==> src/rtl/adc_sample_sequencer.sv <==
// Periodic multi-channel ADC sweep sequencer: on each sample tick, converts every enabled
// channel in ascending order over an SPI front end and hands samples downstream.
module adc_sample_sequencer #(
    parameter int unsigned TIMEOUT_CYCLES = 2048,
    parameter int unsigned NUM_CH         = 4
) (
    input  logic                       clk,
    input  logic                       rst,
    input  logic                       enable,
    input  logic [15:0]                period,
    input  logic [NUM_CH-1:0]          chan_mask,
    input  logic                       err_clr,
    output logic                       spi_start,
    input  logic                       spi_busy,
    input  logic                       spi_done,
    input  logic [11:0]                spi_data,
    output logic [$clog2(NUM_CH)-1:0]  chan_sel,
    output logic [11:0]                sample_data,
    output logic [$clog2(NUM_CH)-1:0]  sample_chan,
    output logic                       sample_valid,
    input  logic                       sample_ready,
    output logic                       overrun,
    output logic                       timeout_err
);

    localparam int unsigned CHW = $clog2(NUM_CH);
    localparam int unsigned TW  = $clog2(TIMEOUT_CYCLES + 1);

    typedef enum logic [2:0] {StIdle, StWaitTick, StStart, StWaitDone, StOutput} state_t;

    state_t            state_q, state_d;
    logic [15:0]       tick_cnt_q, period_eff;
    logic              tick;
    logic [NUM_CH-1:0] mask_q, mask_d;
    logic [CHW-1:0]    chan_q, chan_d;
    logic [TW-1:0]     tmo_q, tmo_d;
    logic [11:0]       data_q, data_d;
    logic [CHW-1:0]    schan_q, schan_d;
    logic              valid_q, valid_d;
    logic              overrun_q, overrun_d;
    logic              tmo_err_q, tmo_err_d;
    logic [CHW:0]      first_pick, next_pick;

    // Returns {found, index} of the lowest set bit of m at or above position from.
    function automatic logic [CHW:0] first_set(input logic [NUM_CH-1:0] m, input int from);
        logic [CHW:0] r;
        r = '0;
        for (int i = NUM_CH - 1; i >= 0; i--) begin
            if (m[i] && i >= from) r = {1'b1, CHW'(i)};
        end
        return r;
    endfunction

    assign period_eff = (period < 16'd2) ? 16'd2 : period;
    // >= keeps the counter from running off if period shrinks mid-count.
    assign tick       = enable && (tick_cnt_q >= period_eff - 16'd1);
    assign first_pick = first_set(chan_mask, 0);
    assign next_pick  = first_set(mask_q, int'(chan_q) + 1);

    always_ff @(posedge clk or posedge rst) begin
        if (rst) begin
            tick_cnt_q <= '0;
        end else if (!enable || tick) begin
            tick_cnt_q <= '0;
        end else begin
            tick_cnt_q <= tick_cnt_q + 16'd1;
        end
    end

    always_comb begin
        state_d   = state_q;
        mask_d    = mask_q;
        chan_d    = chan_q;
        tmo_d     = tmo_q;
        data_d    = data_q;
        schan_d   = schan_q;
        valid_d   = valid_q;
        spi_start = 1'b0;
        overrun_d = overrun_q & ~err_clr;
        tmo_err_d = tmo_err_q & ~err_clr;

        if (tick && (state_q == StStart || state_q == StWaitDone || state_q == StOutput)) begin
            overrun_d = 1'b1;
        end

        case (state_q)
            StIdle: begin
                if (enable) state_d = StWaitTick;
            end
            StWaitTick: begin
                if (!enable) begin
                    state_d = StIdle;
                end else if (tick) begin
                    mask_d = chan_mask;
                    if (first_pick[CHW]) begin
                        chan_d  = first_pick[CHW-1:0];
                        state_d = StStart;
                    end
                end
            end
            StStart: begin
                if (!enable) begin
                    state_d = StIdle;
                end else if (!spi_busy) begin
                    spi_start = 1'b1;
                    tmo_d     = '0;
                    state_d   = StWaitDone;
                end
            end
            StWaitDone: begin
                tmo_d = tmo_q + TW'(1);
                if (spi_done) begin
                    data_d  = spi_data;
                    schan_d = chan_q;
                    valid_d = 1'b1;
                    state_d = StOutput;
                end else if (tmo_q == TW'(TIMEOUT_CYCLES - 1)) begin
                    tmo_err_d = 1'b1;
                    state_d   = enable ? StWaitTick : StIdle;
                end
            end
            StOutput: begin
                if (sample_ready) begin
                    valid_d = 1'b0;
                    if (!enable) begin
                        state_d = StIdle;
                    end else if (next_pick[CHW]) begin
                        chan_d  = next_pick[CHW-1:0];
                        state_d = StStart;
                    end else begin
                        state_d = StWaitTick;
                    end
                end
            end
            default: state_d = StIdle;
        endcase
    end

    always_ff @(posedge clk or posedge rst) begin
        if (rst) begin
            state_q   <= StIdle;
            mask_q    <= '0;
            chan_q    <= '0;
            tmo_q     <= '0;
            data_q    <= '0;
            schan_q   <= '0;
            valid_q   <= 1'b0;
            overrun_q <= 1'b0;
            tmo_err_q <= 1'b0;
        end else begin
            state_q   <= state_d;
            mask_q    <= mask_d;
            chan_q    <= chan_d;
            tmo_q     <= tmo_d;
            data_q    <= data_d;
            schan_q   <= schan_d;
            valid_q   <= valid_d;
            overrun_q <= overrun_d;
            tmo_err_q <= tmo_err_d;
        end
    end

    assign chan_sel     = chan_q;
    assign sample_data  = data_q;
    assign sample_chan  = schan_q;
    assign sample_valid = valid_q;
    assign overrun      = overrun_q;
    assign timeout_err  = tmo_err_q;

endmodule

==> config.mk <==
export PLATFORM = sky130hd
export DESIGN_NAME = adc_sample_sequencer
export DESIGN_NICKNAME = d
export VERILOG_FILES = /design/src/rtl/adc_sample_sequencer.sv
export SDC_FILE = /design/constraint.sdc
export NUM_CORES = 1
export LEC_CHECK = 0
export CORE_ASPECT_RATIO = 0.7
export CORE_MARGIN = 3
export CORE_UTILIZATION = 52
export DETAILED_ROUTE_END_ITERATION = 10
export GPL_TIMING_DRIVEN = 0
export PLACE_DENSITY = 0.83
export SLEW_MARGIN = 20
export SYNTH_ARGS = -nofsm -noshare
export SYNTH_HDL_FRONTEND = slang
export SYNTH_SLANG_ARGS = --single-unit
==> constraint.sdc <==
create_clock -name clk -period 3.1 [get_ports clk]
set_input_delay 0.31 -clock clk [delete_from_list [all_inputs] [get_ports clk]]
set_output_delay 0.31 -clock clk [all_outputs]
set_load 0.05 [all_outputs]
After elaboration in Yosys (flattened, before gate mapping):

Index checks and enable logic that the tools add are counted.

* register bits: 54
* output and inout bits: 20

* add/subtract/negate cells: 4
* $lt $le $gt $ge: 6
* equality and inequality tests: 19
* multiplexer cells: 43
* bitwise gates (word level): 3
* reduce and logical (&&, ||, !) cells: 20

Operators with widths (count)
* $mux W3: 17
* $mux W16: 2
* $mux W12: 2
* $pmux W12 S2: 1
* $ne A2 B2 Y1 const B: 10
* $add A16 B1 Y16 const B: 1
* $ge A16 B16 Y1: 1
* $lt A16 B2 Y1 const B: 1
* $mux W2: 8
* $sub A16 B1 Y16 const B: 1
* $pmux W3 S5: 1
* $add A12 B1 Y12 const B: 1
* $eq A12 B11 Y1 const B: 1
* $mux W1: 10
* $ne A3 B3 Y1 const B: 3
* $reduce_and A3 Y1: 3
* $reduce_and A7 Y1: 1
* $eq A3 B2 Y1 const B: 2
* $ge A1 B3 Y1 const A: 2
* $ge A2 B3 Y1 const A: 2
* $logic_and A1 B1 Y1: 6
* $reduce_and A6 Y1: 1
* $reduce_bool A2 Y1: 3
* $pmux W2 S2: 1
* other kinds (11): 14

Depth between registers and ports, before layout:

* depth after elaboration: 11
* gate-level depth with buffers: 17
* depth with buffers taken out: 16

Worst setup path after synthesis:

No wires, ideal clock.

* path type: input port to flip-flop
* start: input period[9]
* end: register chan_q[0] (netlist: chan_sel[0])
* setup time: 0.125 ns
* arrival: 4.512 ns
* setup slack: -1.537 ns
* cell stages on the path: 15
* path through: or4_4 -> or4_4 -> or4_4 -> o31ai_1 -> ha_1 -> nand2_1 -> nor4_1 -> xnor2_1 -> ha_1 -> and4_1 -> nand2_1 -> a2111oi_0 -> nor4_1 -> o32ai_1 -> mux2_2

* cells in the longest elaborated chain, start to end: 7

Ends and longest elaborated chain
* start: declaration: RTL line 10 `input logic [15:0] period,`
* $lt A16 B2 Y1: RTL line 54 `assign period_eff = (period < 16'd2) ? 16'd2 : period;`
* $mux W16 (*): RTL line 54
* $sub A16 B1 Y16 (*): RTL line 56 `assign tick = enable && (tick_cnt_q >= period_eff - 16'd1);`
* $ge A16 B16 Y1 (*): RTL line 56
* $logic_and A1 B1 Y1 (*): RTL line 56
* $ne A2 B2 Y1 (no source line) (*)
* $reduce_and A7 Y1 (no source line) (*)
* end signal: assignment: RTL line 153 `chan_q <= chan_d;`
* end: declaration: RTL line 35 `logic [CHW-1:0] chan_q, chan_d;`

Mark *: on every way between the ends. The rest lies on a longest branch, timed or not.
A chain may end at the register's enable or synchronous reset.

Worst setup path after layout:

* start: input period[9]
* end: register chan_q[1] (netlist: chan_sel[1])

The elaborated chain is that of the path after synthesis.

==> reports/qor.yml <==
power_density_mw_per_mm2: 356
postCtsHoldBufs: 0
whs_ns: 0.369
cp-startpoint: "period[9]"
drc: 0
fin_util_pct: 75.4
r2r_end: "chan_sel[1]"
cp-endpoint: "chan_sel[1]"
synthFlopType: "dfrtp_1"
clk_path_buf_depth: 2
wl_per_cell_um: 15.3
synth_area_leaders: "dfrtp_1 (43%), ha_1 (7.8%), mux2_2 (7.0%), xnor2_1 (5.1%), nor2_1 (4.9%)"
cts.clk_slew.worst_paths_ns: 0.10
critPathCaptureType: "flop"
drv_cap: 0
post-route-period-util_pct: 137
drive_gt1_share_pct: 18.7
yosysWarnings: 0
ant_nets: 0
n_antenna_cell: 0
grt_max_degree: 30
synthCells: 313
gp_congestion: 0.835
vias: 2618
setup_viol: 24
first_global_vias: 2509
synth_edf_count: 0
hold_path.class: "in2async"
coreArea_mm2: 0.00548
io_pins: 59
ir_drop_uv: 230
routed_wl_mm: 7.16
reg2reg_from: "tick_cnt_q[0]"
setup_ws_ns: -1.16
worstSetupStartpointType: "input pin"
rsz0062_at_grt: "yes"
pre_cts_ws_ns: -2.29
synthDominantCellAreaShare_pct: 43.2
power_mw: 1.47
cts_tree: "yes"
syn_to_final_growth_pct: 34.8
synth_fp_nets: 371
grtUsageTotal_pct: 21.0
cts_root_buffer: "clkbuf_8"
grt_first_pass_wirelength_mm: 11.9
worst_r2r_path_depth: 8
drt_pre_antenna_iters: 5
fin_nets: 452
status: "finished, violations left"
violations: "negative setup slack"
finalInstanceArea_mm2: 0.00413
tns_ns: -25.72
rows: 22
placedInstanceArea_mm2: 0.00382
slew-limit-headroom_pct: 40.7
required_ns: 3.29
synth.ff_latch_count: 53
postSynth.asyncResetShare_pct: 100
h-tree-depth: 2
fp.dieW_um: 97.8
r2r_slack_ns: 0.49
avgSynthCellArea_um2: 9.80
fin_worst_skew_ns: 0.0130
hold_viol: 0
yosysSeqAreaShare_pct: 43.2
antenna_found_initial: 0
dp_hpwl_mm: 5.20
syn_area_mm2: 0.00307
worstPathArrival_ns: 4.45
port_buffers: 58
grt_overflow: 0
dpl.cell_count: 444
synth_top_cell_by_area: "dfrtp_1"
dieHeight_um: 70.3
drv_slew: 0
via_per_inst: 5.61
fmax_ghz: 0.235
start_util_pct: 56.0
min_period_ns: 4.26
tightestPinTransition_ns: 0.888
cts_buffers: 5
synth.distinct_cells: 44
p_leak_nw: 1.75
clock-sinks: 53
cp_max_fo: 5
insertion_delay_ns: 0.31
criticalPathCategory: "in2reg"
layoutNonFillerInstCount: 467
dieArea_mm2: 0.00687
drtIter0Drc: 165
## kinds of logic after synthesis
group,Yosys count,share of synthesized area [%]
AO/OA/AOI/OAI,44,8.94
adder cells (fa/ha/maj),19,7.75
buffers and inverters,16,2.00
AND/OR/NAND/NOR,129,21.7
flip-flops,53,43.2
multiplexers,19,6.98
XOR/XNOR,33,9.42
## sequential cells by signal, summed over array words and instances (netlist names)
signal / cells
state_q: 3
timeout_err: 1
sample_data: 12
chan_sel: 2
mask_q: 3
sample_valid: 1
overrun: 1
tick_cnt_q: 16
tmo_q: 12
sample_chan: 2
## per-layer routing
| layer | wire, um | part of all wire, % | global-route usage [%] |
|---|---|---|---|
| met3 | 437 | 6.1 | 5.29 |
| met4 | 17 | 0.24 | 3.07 |
| met2 | 3320 | 46 | 31.8 |
| met5 | 0 | 0 | 0 |
| met1 | 3380 | 47 | 31.1 |
## synth_stat cells, types with 2 or more instances
| library cell | count |
|---|---|
| dfrtp_1 | 53 |
| nor2_1 | 40 |
| nand2_1 | 26 |
| ha_1 | 19 |
| mux2_2 | 19 |
| xnor2_1 | 18 |
| xor2_1 | 15 |
| o21ai_0 | 14 |
| a21oi_1 | 11 |
| inv_1 | 11 |
| nor3_1 | 10 |
| nand3_1 | 9 |
| nand4_1 | 7 |
| nor4_1 | 7 |
| clkbuf_1 | 4 |
| nand2b_1 | 4 |
| and3_1 | 3 |
| and4_1 | 3 |
| nand3b_1 | 3 |
| nor2b_1 | 3 |
| o31ai_1 | 3 |
| or3_1 | 3 |
| or4_4 | 3 |
| a2111oi_0 | 2 |
| a21o_1 | 2 |
| a31oi_1 | 2 |
| o32ai_1 | 2 |
## how the worst min path moves through the flow
stage | start | end | slack (ns) | cells after the start
6_report | rst | sample_data[0] | 0.37 | 2
4_1_cts | rst | sample_data[0] | 0.39 | 2
2_1_floorplan | err_clr | timeout_err | 0.41 | 1
3_5_place_dp | sample_valid | sample_valid | 0.48 | 2
5_1_grt | rst | sample_data[2] | 0.41 | 2
3_3_place_gp | sample_valid | sample_valid | 0.46 | 2
## power by group
group,internal [mW],switching [mW]
Clock,0.157,0.230
Combinational,0.146,0.178
Sequential,0.728,0.0316
## worst max-delay path, stage by stage
cell and delay, ns:
buf_6 0.09, or4_4 0.53, or4_4 0.43, or4_4 0.47, o31ai_4 0.25, ha_4 0.22
nand2_8 0.07, nor4_4 0.30, xnor2_1 0.11, ha_1 0.28, and4_4 0.24, nand2_4 0.07
a2111oi_4 0.26, nor4_4 0.11, o32ai_4 0.36, mux2_4 0.33
## timing repair
action	CTS	global route
pin swaps	13	13
cloned	0	0
setup endpoints to repair	25	24
buffers inserted	10	5
resized for setup	35	9
## placed cells by master (no fill, tap or decap), types with 5 or more instances in the layout
| cell | n |
|---|---|
| xor2_1 | 15 |
| ha_1 | 18 |
| inv_1 | 10 |
| xnor2_1 | 18 |
| a21oi_1 | 11 |
| nor3_1 | 8 |
| buf_4 | 16 |
| nand2_1 | 23 |
| mux2_2 | 17 |
| clkdlybuf4s50_1 | 52 |
| nand4_1 | 7 |
| nand3_1 | 9 |
| nor2_1 | 38 |
| dfrtp_1 | 53 |
| o21ai_0 | 13 |
| clkbuf_8 | 5 |
## layout make-up
type                    instances  area (um2)
plain buffers                   5        26.3
clock buffers                   5        68.8
clock inverters                 3        17.5
fillers                       374        1350
inverters                      11        41.3
multi-input cells             244        1850
flip-flops and latches         53        1330
well taps                      72        90.1
repair buffers                 74         713
Note: power is estimated with default switching activity, not from simulation.
